$ cat config.mk
export PLATFORM = sky130hd
export DESIGN_NAME = prog_sequencer
export DESIGN_NICKNAME = d
export VERILOG_FILES = /design/src/rtl/prog_seq_pkg.sv /design/src/rtl/ret_stack.sv /design/src/rtl/prog_sequencer.sv
export SDC_FILE = /design/constraint.sdc
export NUM_CORES = 1
export LEC_CHECK = 0
export BUFFER_PORTS_ARGS = -buffer_cell sky130_fd_sc_hd__buf_2
export CORE_UTILIZATION = 48
export DETAILED_ROUTE_END_ITERATION = 12
export GPL_ROUTABILITY_DRIVEN = 0
export PLACE_DENSITY = 0.83
export SLEW_MARGIN = 40
export SYNTH_ARGS = -nofsm -noshare
export SYNTH_HDL_FRONTEND = slang
export SYNTH_SLANG_ARGS = --single-unit
$ cat constraint.sdc
create_clock -name clk -period 2.1 [get_ports clk]
set_input_delay 0.525 -clock clk [delete_from_list [all_inputs] [get_ports clk]]
set_output_delay 0.525 -clock clk [all_outputs]
set_load 0.05 [all_outputs]
$ cat src/rtl/prog_seq_pkg.sv
// Shared types and defaults for the program-memory fetch sequencer.
// The return stack is compiled in only when RET_STACK_EN is defined.
package prog_seq_pkg;

  localparam int PROG_AW          = 10;
  localparam int PROG_DW          = 16;
  localparam int PROG_STACK_DEPTH = 8;

  typedef logic [PROG_AW-1:0] paddr_t;
  typedef logic [PROG_DW-1:0] pinstr_t;

  typedef enum logic [1:0] {
    ST_BOOT,
    ST_RUN,
    ST_HALT,
    ST_FAULT
  } seq_state_t;

endpackage

$ cat src/rtl/ret_stack.sv
// LIFO of return addresses for call/ret; only the pointer is reset,
// entry contents are don't-care after reset.
module ret_stack #(
  parameter int DEPTH = 8,
  parameter int W     = 10
) (
  input  logic         clk,
  input  logic         reset,
  input  logic         push,
  input  logic         pop,
  input  logic [W-1:0] din,
  output logic [W-1:0] top,
  output logic         full,
  output logic         empty
);

  localparam int PW = $clog2(DEPTH);

  logic [PW:0]   ptr;
  logic [PW-1:0] top_idx;
  logic [W-1:0]  mem [DEPTH];

  assign full    = (ptr == (PW+1)'(DEPTH));
  assign empty   = (ptr == '0);
  assign top_idx = ptr[PW-1:0] - PW'(1);
  assign top     = mem[top_idx];

  always_ff @(posedge clk) begin
    if (reset) begin
      ptr <= '0;
    end else if (push && !full) begin
      ptr <= ptr + (PW+1)'(1);
    end else if (pop && !empty) begin
      ptr <= ptr - (PW+1)'(1);
    end
  end

  always_ff @(posedge clk) begin
    if (push && !full) begin
      mem[ptr[PW-1:0]] <= din;
    end
  end

endmodule

$ cat src/rtl/prog_sequencer.sv
// Fetch sequencer: owns the pc, fills the instruction register and handles
// jump/call/ret/halt. Define RET_STACK_EN to build in the hardware return stack.
module prog_sequencer
  import prog_seq_pkg::*;
#(
  parameter int AW          = PROG_AW,
  parameter int DW          = PROG_DW,
  parameter int STACK_DEPTH = PROG_STACK_DEPTH
) (
  input  logic          clk,
  input  logic          reset,
  output logic [AW-1:0] mem_addr,
  input  logic [DW-1:0] mem_data,
  output logic [DW-1:0] instr,
  output logic [AW-1:0] instr_addr,
  output logic          instr_valid,
  input  logic          instr_ready,
  input  logic          jump,
  input  logic          call,
  input  logic          ret,
  input  logic [AW-1:0] jump_addr,
  input  logic          halt,
  output logic          stk_ovf,
  output logic          stk_unf,
  output logic          faulted
);

  seq_state_t    state, state_nxt;
  logic [AW-1:0] pc, pc_nxt;
  logic [DW-1:0] instr_p0, instr_p0_nxt;
  logic [AW-1:0] instr_addr_p0, instr_addr_p0_nxt;
  logic          vld_p0, vld_p0_nxt;
  logic          ovf, ovf_nxt, unf, unf_nxt;

  logic          consume;
  logic          jump_sel, call_sel, ret_sel;
  logic          push, pop;
  logic          stk_full, stk_empty;
  logic [AW-1:0] stk_top;

  assign consume = vld_p0 & instr_ready;

`ifdef RET_STACK_EN
  logic [AW-1:0] push_val;

  assign jump_sel = consume & jump;
  assign call_sel = consume & call & ~jump;
  assign ret_sel  = consume & ret & ~jump & ~call;
  // Return to the word after the call; wraps naturally at 2^AW.
  assign push_val = instr_addr_p0 + AW'(1);

  ret_stack #(
    .DEPTH (STACK_DEPTH),
    .W     (AW)
  ) u_ret_stack (
    .clk   (clk),
    .reset (reset),
    .push  (push),
    .pop   (pop),
    .din   (push_val),
    .top   (stk_top),
    .full  (stk_full),
    .empty (stk_empty)
  );
`else
  logic unused_stk;

  assign jump_sel   = consume & (jump | call);
  assign call_sel   = 1'b0;
  assign ret_sel    = 1'b0;
  assign stk_full   = 1'b0;
  assign stk_empty  = 1'b1;
  assign stk_top    = '0;
  assign unused_stk = push | pop | ret;
`endif

  always_comb begin
    state_nxt         = state;
    pc_nxt            = pc;
    instr_p0_nxt      = instr_p0;
    instr_addr_p0_nxt = instr_addr_p0;
    vld_p0_nxt        = vld_p0;
    ovf_nxt           = ovf;
    unf_nxt           = unf;
    push              = 1'b0;
    pop               = 1'b0;

    case (state)
      ST_BOOT: begin
        instr_p0_nxt      = mem_data;
        instr_addr_p0_nxt = pc;
        pc_nxt            = pc + AW'(1);
        vld_p0_nxt        = 1'b1;
        state_nxt         = ST_RUN;
      end

      ST_RUN: begin
        if (ret_sel && stk_empty) begin
          unf_nxt    = 1'b1;
          vld_p0_nxt = 1'b0;
          state_nxt  = ST_FAULT;
        end else begin
          if (jump_sel) begin
            pc_nxt     = jump_addr;
            vld_p0_nxt = 1'b0;
          end else if (call_sel) begin
            pc_nxt     = jump_addr;
            vld_p0_nxt = 1'b0;
            if (stk_full) ovf_nxt = 1'b1;
            else          push    = 1'b1;
          end else if (ret_sel) begin
            pc_nxt     = stk_top;
            vld_p0_nxt = 1'b0;
            pop        = 1'b1;
          end else if (halt) begin
            // Unconsumed word is refetched after the halt is released.
            if (vld_p0 && !consume) pc_nxt = instr_addr_p0;
            vld_p0_nxt = 1'b0;
          end else if (!vld_p0 || consume) begin
            instr_p0_nxt      = mem_data;
            instr_addr_p0_nxt = pc;
            pc_nxt            = pc + AW'(1);
            vld_p0_nxt        = 1'b1;
          end

          if (halt) begin
            vld_p0_nxt = 1'b0;
            state_nxt  = ST_HALT;
          end
        end
      end

      ST_HALT: begin
        vld_p0_nxt = 1'b0;
        if (!halt) state_nxt = ST_RUN;
      end

      ST_FAULT: begin
        vld_p0_nxt = 1'b0;
      end
    endcase
  end

  // Instruction register stage (p0) and control state
  always_ff @(posedge clk) begin
    if (reset) begin
      state         <= ST_BOOT;
      pc            <= '0;
      instr_p0      <= '0;
      instr_addr_p0 <= '0;
      vld_p0        <= 1'b0;
      ovf           <= 1'b0;
      unf           <= 1'b0;
    end else begin
      state         <= state_nxt;
      pc            <= pc_nxt;
      instr_p0      <= instr_p0_nxt;
      instr_addr_p0 <= instr_addr_p0_nxt;
      vld_p0        <= vld_p0_nxt;
      ovf           <= ovf_nxt;
      unf           <= unf_nxt;
    end
  end

  assign mem_addr    = pc;
  assign instr       = instr_p0;
  assign instr_addr  = instr_addr_p0;
  assign instr_valid = vld_p0;
  assign stk_ovf     = ovf;
  assign stk_unf     = unf;
  assign faulted     = (state == ST_FAULT);

endmodule

=== Word-level counts from Yosys, hierarchy flattened ===
Index checks and enable logic that the tools add are counted.

* Add/sub/neg operators: 1
* $mul: 0
* Divide/modulo/power cells: 0
* $lt $le $gt $ge: 0
* Equality and inequality tests: 10
* Shift-type cells: 0
* Muxes and demuxes: 20
* Bitwise operators: 3
* Reductions and logical operators: 11

{| class="wikitable"
|+ Operators with widths
! kind !! number
|-
| 10-bit 2-to-1 mux || 7
|-
| 16-bit 2-to-1 mux || 3
|-
| 10-bit case mux with 2 select lines || 2
|-
| 16-bit case mux with 2 select lines || 1
|-
| 10-bit by 1-bit adder with 10-bit output, second input constant || 1
|-
| 2-bit != test, second input constant || 5
|-
| 4-bit != test, second input constant || 2
|-
| 2-bit case mux with 3 select lines || 1
|-
| 3-bit AND reduction || 2
|-
| 2-bit equality test, second input constant || 2
|-
| 2-bit 2-to-1 mux || 2
|-
| 4-bit AND reduction || 1
|-
| 1-bit 2-to-1 mux || 3
|-
| 1-bit case mux with 3 select lines || 1
|-
| 3-bit nonzero test || 1
|-
| 1-bit bitwise AND || 2
|-
| 2-bit by 1-bit equality test with 1-bit output, second input constant || 1
|-
| 1-bit zero test || 2
|-
| 2-bit zero test || 1
|-
| 2-bit nonzero test || 1
|-
| 2-bit OR reduction || 1
|-
| 1-bit logical AND || 1
|-
| 1-bit logical OR || 1
|-
| 1-bit bitwise OR || 1
|}

* Flip-flop bits (word level): 39
* Latch bits: 0
* Memory bits (writable): 0
* Memory bits (read-only): 0
* Input port bits: 33
* Output and inout port bits: 40
* Word-level logic and storage cells: 50
* Memories: 0

=== Longest topological paths before layout ===
Gate-level depths: netlist of run 1.

* Depth in word-level cells: 7
* Gate-level depth with buffers: 7
* Depth with buffers taken out: 6

=== Least setup slack after synthesis of run 1 ===
Ideal clock, no wire load.

* Path type: register to register
* Start point: register pc[0] (netlist: mem_addr[0])
* End point: register pc[4] (netlist: mem_addr[4])
* Setup time: 70 ps
* Arrival: 1849 ps
* Required time: 2030 ps
* Path slack: 181 ps
* Cell stages (with the launch flop): 7
* Path buffers: 0
* Clock period less this slack: 1919 ps
* Path through: dfxtp_1 -> ha_1 -> nand3_1 -> xnor2_1 -> o22ai_1 -> a211o_1 -> a21oi_1

* Longest elaborated chain between the ends: 5

{| class="wikitable"
|+ Ends and longest elaborated chain
! item !! line !! source
|-
| start, declared || prog_sequencer.sv:29 || <nowiki>logic [AW-1:0] pc, pc_nxt;</nowiki>
|-
| start signal, assigned || prog_sequencer.sv:156 || <nowiki>pc <= pc_nxt;</nowiki>
|-
| 10-bit by 1-bit adder with 10-bit output (*) || prog_sequencer.sv:92, prog_sequencer.sv:122 ||
|-
| 10-bit 2-to-1 mux || prog_sequencer.sv:119 || <nowiki>end else if (!vld_p0 || consume) begin</nowiki>
|-
| 10-bit 2-to-1 mux || prog_sequencer.sv:115 || <nowiki>end else if (halt) begin</nowiki>
|-
| 10-bit 2-to-1 mux || prog_sequencer.sv:103 || <nowiki>if (jump_sel) begin</nowiki>
|-
| 10-bit case mux with 2 select lines (*) || prog_sequencer.sv:88 || <nowiki>case (state)</nowiki>
|}

Mark *: on every way between the ends. The rest lies on a longest branch, timed or not. The select of a mux whose other input is x is not followed.
A chain may end at the register's enable or synchronous reset.

=== Final worst setup path of run 1 ===
* Start point: register state[1]
* End point: output port faulted

* Longest elaborated chain between the ends: 1

{| class="wikitable"
|+ Ends and longest elaborated chain
! item !! line !! source
|-
| start, declared || prog_sequencer.sv:28 || <nowiki>seq_state_t state, state_nxt;</nowiki>
|-
| start signal, assigned || prog_sequencer.sv:155 || <nowiki>state <= state_nxt;</nowiki>
|-
| 2-bit equality test || prog_sequencer.sv:171 || <nowiki>assign faulted = (state == ST_FAULT);</nowiki>
|-
| end, declared || prog_sequencer.sv:25 || <nowiki>output logic faulted</nowiki>
|}

Every way passes these cells.

==> impl_metrics.tcl, run 1 <==
set metrics [dict create \
    finish.utilization_pct 62.9 \
    cts_tree "built" \
    postCtsSetupRepairBufs 0 \
    post_drt_wl_per_cell_um 13.2 \
    syn_to_final_growth_pct 24.7 \
    ys_warn_count 0 \
    synth_cells 244 \
    cts-resized-gates 0 \
    critPathKind "reg -> out" \
    die_y_um 64.2 \
    slew_viol_final 0 \
    cts_sinks 39 \
    fillCellCount 352 \
    ys_async_sr_fraction_pct 0 \
    setup.worst_path.end_class "output port" \
    final-instance-count-excl-fill 359 \
    viasPerCell 5.51 \
    slew_headroom_pct 65.5 \
    fmax_mhz 566 \
    grt_pass1_vias 1729 \
    startpoint "state[1]" \
    setup_viol 0 \
    crit_arrival_ns 1.24 \
    cts_inserted_buffers 5 \
    dp.cells 353 \
    grtUsageTotal_pct 24.2 \
    core_mm2 0.00369 \
    hpwl_mm 3.23 \
    start_util_pct 50.4 \
    antennaDiodeCount 0 \
    grt_max_degree 28 \
    period_needed_ns 1.77 \
    ys_seq_area_share_pct 42.0 \
    syn_area_mm2 0.00186 \
    multi_input_area_um2 958 \
    rrSetupSlack_ns 0.39 \
    p_leak_nw 1.05 \
    final_layout_size_suffix_gt1_share_pct 27.7 \
    worstReg2RegEnd "mem_addr[8]" \
    clock_path_buffers 2 \
    insertion_delay_ns 0.29 \
    ir_drop_mv 0.455 \
    regArea_um2 781 \
    nets 346 \
    ctsHtreeMaxLevel 2 \
    fp.dieW_um 64.2 \
    setup_ws_ns 0.334 \
    first_pass_iters 4 \
    maxCapViolCount 0 \
    antenna_found_initial 0 \
    cts_hold_buf 0 \
    endpoint "faulted" \
    vias 1977 \
    ant_nets 0 \
    ys_ff_latch 39 \
    synth_cell_type_count 39 \
    num_io_pins 73 \
    outcome "complete, no violations" \
    drt_wl_total_mm 4.72 \
    final.setup.tns_ns 0 \
    remaining_drc_errors 0 \
    synth-edff-count 0 \
    grt_overflow 0 \
    dp_slack_ns 0.129 \
    finalHoldViolCount 0 \
    hp-class "reg -> reg" \
    startpoint_type "flip-flop" \
    worstReg2RegStart "state[1]" \
    syn_avg_cell_area_um2 7.62 \
    r2r_cells 4 \
    ys.flop_type "dfxtp_1" \
    port_buffers 69 \
    finalCritPeriodShare_pct 84.1 \
    fp.dieArea_mm2 0.00413 \
    initialDrtViolationCount 110 \
    required_ns 1.57 \
    cp_max_fo 10 \
    cts.clk_slew.worst_paths_ns 0.07 \
    grt_pass1_wl_mm 7.81 \
    skew_ns 0.00927 \
    rsz0062_at_grt "no" \
    rows 22 \
    root_buffer "clkbuf_8" \
    p_per_area_mw_per_mm2 798 \
    tightest_slew_ns 0.517 \
]
[power breakdown]
group | internal (mW) | switching, mW
Combinational | 0.166 | 0.390
Clock | 0.221 | 0.232
Sequential | 0.796 | 0.0467
[how the worst min path moves through the flow]
stage	start	cells after the start	endpoint	slack (ns)
floorplan	state[1]	2	instr_valid	0.55
global placement	instr[14]	2	instr[14]	0.44
global route	mem_data[12]	3	instr[12]	0.47
detailed placement	instr[11]	2	instr[11]	0.44
CTS	instr[11]	2	instr[11]	0.45
finish	instr[11]	2	instr[11]	0.45
[state kept, by name (all words and copies together) (netlist names)]
signal / cells
instr: 16
mem_addr: 10
state: 2
instr_addr: 10
instr_valid: 1
[cells in the mapped netlist, drive strengths merged (4+ instances only)]
| master | instances | area, um2 |
|---|---|---|
| nand3 | 5 | 25.0 |
| nor2 | 6 | 22.5 |
| nand2b | 4 | 25.0 |
| and3 | 5 | 31.3 |
| nand2 | 63 | 236 |
| o22ai | 5 | 31.3 |
| clkbuf | 7 | 26.3 |
| o32ai | 4 | 35.0 |
| inv | 5 | 18.8 |
| o21ai | 5 | 25.0 |
| dfxtp | 39 | 781 |
| nor2b | 5 | 31.3 |
| a21oi | 43 | 215 |
| buf | 13 | 81.3 |
[area by class of cell]
class / instances / share of cell area, %
multi-input cells: 181 / 41.3
well taps: 48 / 2.59
inverters: 5 / 0.809
repair buffers: 80 / 18.5
clock buffers: 6 / 3.13
flip-flops and latches: 39 / 33.7
[stage by stage]
stage	area (um2)	hold WS, ns	power, mW
after floorplan	1860	0.554	1.27
after global placement	2250	0.439	1.40
after detailed placement	2250	0.445	1.41
after CTS	2320	0.454	1.86
after global routing	2320	0.469	1.95
final	2320	0.451	1.85
[worst max-delay path, cell delays in order, from the launching register on]
cell and delay, ns:
dfxtp_1 0.52, and2_1 0.18, buf_2 0.25
[cell usage in the layout (no fill, tap or decap), types with 2 or more instances in the layout]
| cell | instances |
|---|---|
| a211o_1 | 3 |
| nand2_1 | 63 |
| dfxtp_1 | 39 |
| xnor2_1 | 2 |
| buf_4 | 11 |
| o32ai_1 | 4 |
| conb_1 | 2 |
| o32a_1 | 3 |
| a31oi_1 | 3 |
| inv_1 | 5 |
| nand2b_1 | 4 |
| clkbuf_8 | 5 |
| nor2b_1 | 4 |
| o21ai_1 | 3 |
| o22ai_1 | 5 |
| o21ai_0 | 2 |
| a21o_1 | 2 |
| nand4_1 | 2 |
| nor2_1 | 6 |
| buf_2 | 69 |
| nand3b_1 | 3 |
| and3_1 | 5 |
| a21oi_1 | 43 |
| nand3_1 | 5 |
| nor3_1 | 3 |
[metal layers]
layer	GRT usage [%]	wire length (um)	vias to the layer above
met5	0	0	-
met4	9.72	72	0
met3	5.18	258	9
met2	39.4	2290	63
met1	31.0	2100	926
li1	-	-	979
[logic make-up after synthesis]
family	after synthesis	share of synthesized area, %
XOR/XNOR	3	1.41
buffers and inverters	25	6.80
adder cells (fa/ha/maj)	1	0.673
other	1	0.202
AND/OR/NAND/NOR	99	23.9
flip-flops	39	42.0
AO/OA/AOI/OAI	76	25.0
Power figures use the tool's default switching activity.
==> run 2: changes to the inputs <==
==> constraint.sdc (replaced) <==
create_clock -name clk -period 1.7 [get_ports clk]
set_input_delay 0.425 -clock clk [delete_from_list [all_inputs] [get_ports clk]]
set_output_delay 0.425 -clock clk [all_outputs]
set_load 0.05 [all_outputs]
==> run 2 against run 1 <==
Sequential power is 25% higher. Via count up 2.9%. Utilization increased by 3.5 points. Sequential cell count stayed put. Clock power up 49%. Non-clock buffer count up 12. Worst setup slack got worse by 0.21 ns. Cell area up 5.5%. Combinational power grew 30%. Clock-buffer cell count up 2. Critical endpoint is now mem_addr[0]. Highest routed layer unchanged.
==> impl_metrics.tcl, run 2 (synthesis results as in run 1) <==
set metrics [dict create \
    outcome "complete, no violations" \
    required_ns 1.91 \
    antennaDiodeCount 0 \
    finalCritPeriodShare_pct 92.7 \
    cp_cell_sequence "nor3b_1, a311o_1, a21o_2, a211o_1, a21oi_1" \
    nets 358 \
    initialDrtViolationCount 120 \
    crit_arrival_ns 1.79 \
    crit_path_top_delay_cell "dfxtp_2" \
    start_util_pct 50.4 \
    cts.clk_slew.worst_paths_ns 0.07 \
    largest_reg_flops 16 \
    regArea_um2 790 \
    final_common_cell "buf_2" \
    worstReg2RegStart "instr_valid" \
    rows 22 \
    maxCapViolCount 0 \
    rrSetupSlack_ns 0.12 \
    insertion_delay_ns 0.29 \
    startpoint_type "flip-flop" \
    setup.worst_path.end_class "flip-flop" \
    startpoint "instr_valid" \
    setup_viol 0 \
    fillCellCount 343 \
    cts_sinks 39 \
    period_needed_ns 1.58 \
    final_cell_mix "buf_2 (69), nand2_1 (63), a21oi_1 (43)" \
    cp_max_fo 11 \
    cts_inserted_buffers 5 \
    skew_ns 0.00477 \
    die_y_um 64.2 \
    grt_pass1_wl_mm 8.27 \
    slew_viol_final 0 \
    p_leak_nw 1.13 \
    drt_wl_total_mm 5.05 \
    ant_nets 0 \
    ctsHtreeMaxLevel 2 \
    fmax_mhz 634 \
    multi_input_area_um2 960 \
    grt_pass1_vias 1894 \
    slowest_delay_ns 0.35 \
    first_pass_iters 4 \
    viasPerCell 5.45 \
    fp.dieArea_mm2 0.00413 \
    remaining_drc_errors 0 \
    p_per_area_mw_per_mm2 999 \
    fp.dieW_um 64.2 \
    final_layout_size_suffix_gt1_share_pct 33.2 \
    finalHoldViolCount 0 \
    rsz0062_at_grt "no" \
    hp-class "in -> reg" \
    grtUsageTotal_pct 25.8 \
    finish.utilization_pct 66.3 \
    cts_tree "built" \
    whs_ns 0.372 \
    grt_max_degree 19 \
    grt_overflow 0 \
    core_mm2 0.00369 \
    port_buffers 69 \
    root_buffer "clkbuf_8" \
    critPathKind "reg -> reg" \
    hpwl_mm 3.56 \
    antenna_found_initial 0 \
    min_from "mem_data[5]" \
    num_io_pins 73 \
    syn_to_final_growth_pct 31.6 \
    post_drt_wl_per_cell_um 13.5 \
    vias 2034 \
    ir_drop_mv 0.668 \
    clock_path_buffers 2 \
]
## run 2: final timing paths
kind                                     to  cells past startpoint
worst max-delay path            mem_addr[0]                      5
worst min-delay path               instr[5]                      3
worst max register to register  mem_addr[0]                      5
worst min register to register    instr[12]                      2
## run 2: critical path, delay by kind of cell (launching register included)
kind	cells	cell delay [ns]
flops	1	0.35
compound gates	4	1.01
simple gates	1	0.14
## run 2: timing repair
action / CTS / global route
hold buffers: 0 / 0
setup buffers: 0 / 0
resized for setup: 0 / 1
endpoints found under the setup margin: 0 / 2
## run 2: metrics by stage
stage          std cells  setup slack [ns]  TNS (ns)  total power, mW  area, um2
3_5_place_dp         365            -0.133     -1.60             1.78       2340
4_1_cts              373            0.0827         0             2.46       2440
2_1_floorplan        245            0.0226         0             1.57       1870
3_3_place_gp         365            -0.102    -0.836             1.77       2340
5_1_grt              373            0.0182         0             2.56       2450
6_report             373             0.124         0             2.44       2450
## run 2: layer usage
layer  global-route usage [%]  share of wire (%)  routed length [um]
met1                     31.7                 41                2050
met2                     43.1                 50                2510
met3                     6.61                7.5                 377
met4                     10.0                2.0                 102
met5                        0                  0                   0
## run 2: area by class of cell
class                           count  area share, %
Clock buffer                        8           4.09
Tap cell                           48           2.46
Inverter                            5          0.767
Multi-Input combinational cell    181           39.2
Timing Repair Buffer               92           21.2
Sequential cell                    39           32.3
## run 2: where the power goes
part | switching [mW] | internal, mW | leakage (nW)
registers | 0.0588 | 0.987 | 0.323
clock network | 0.306 | 0.370 | 0.0515
logic | 0.492 | 0.229 | 0.751
total | 0.857 | 1.59 | 1.13
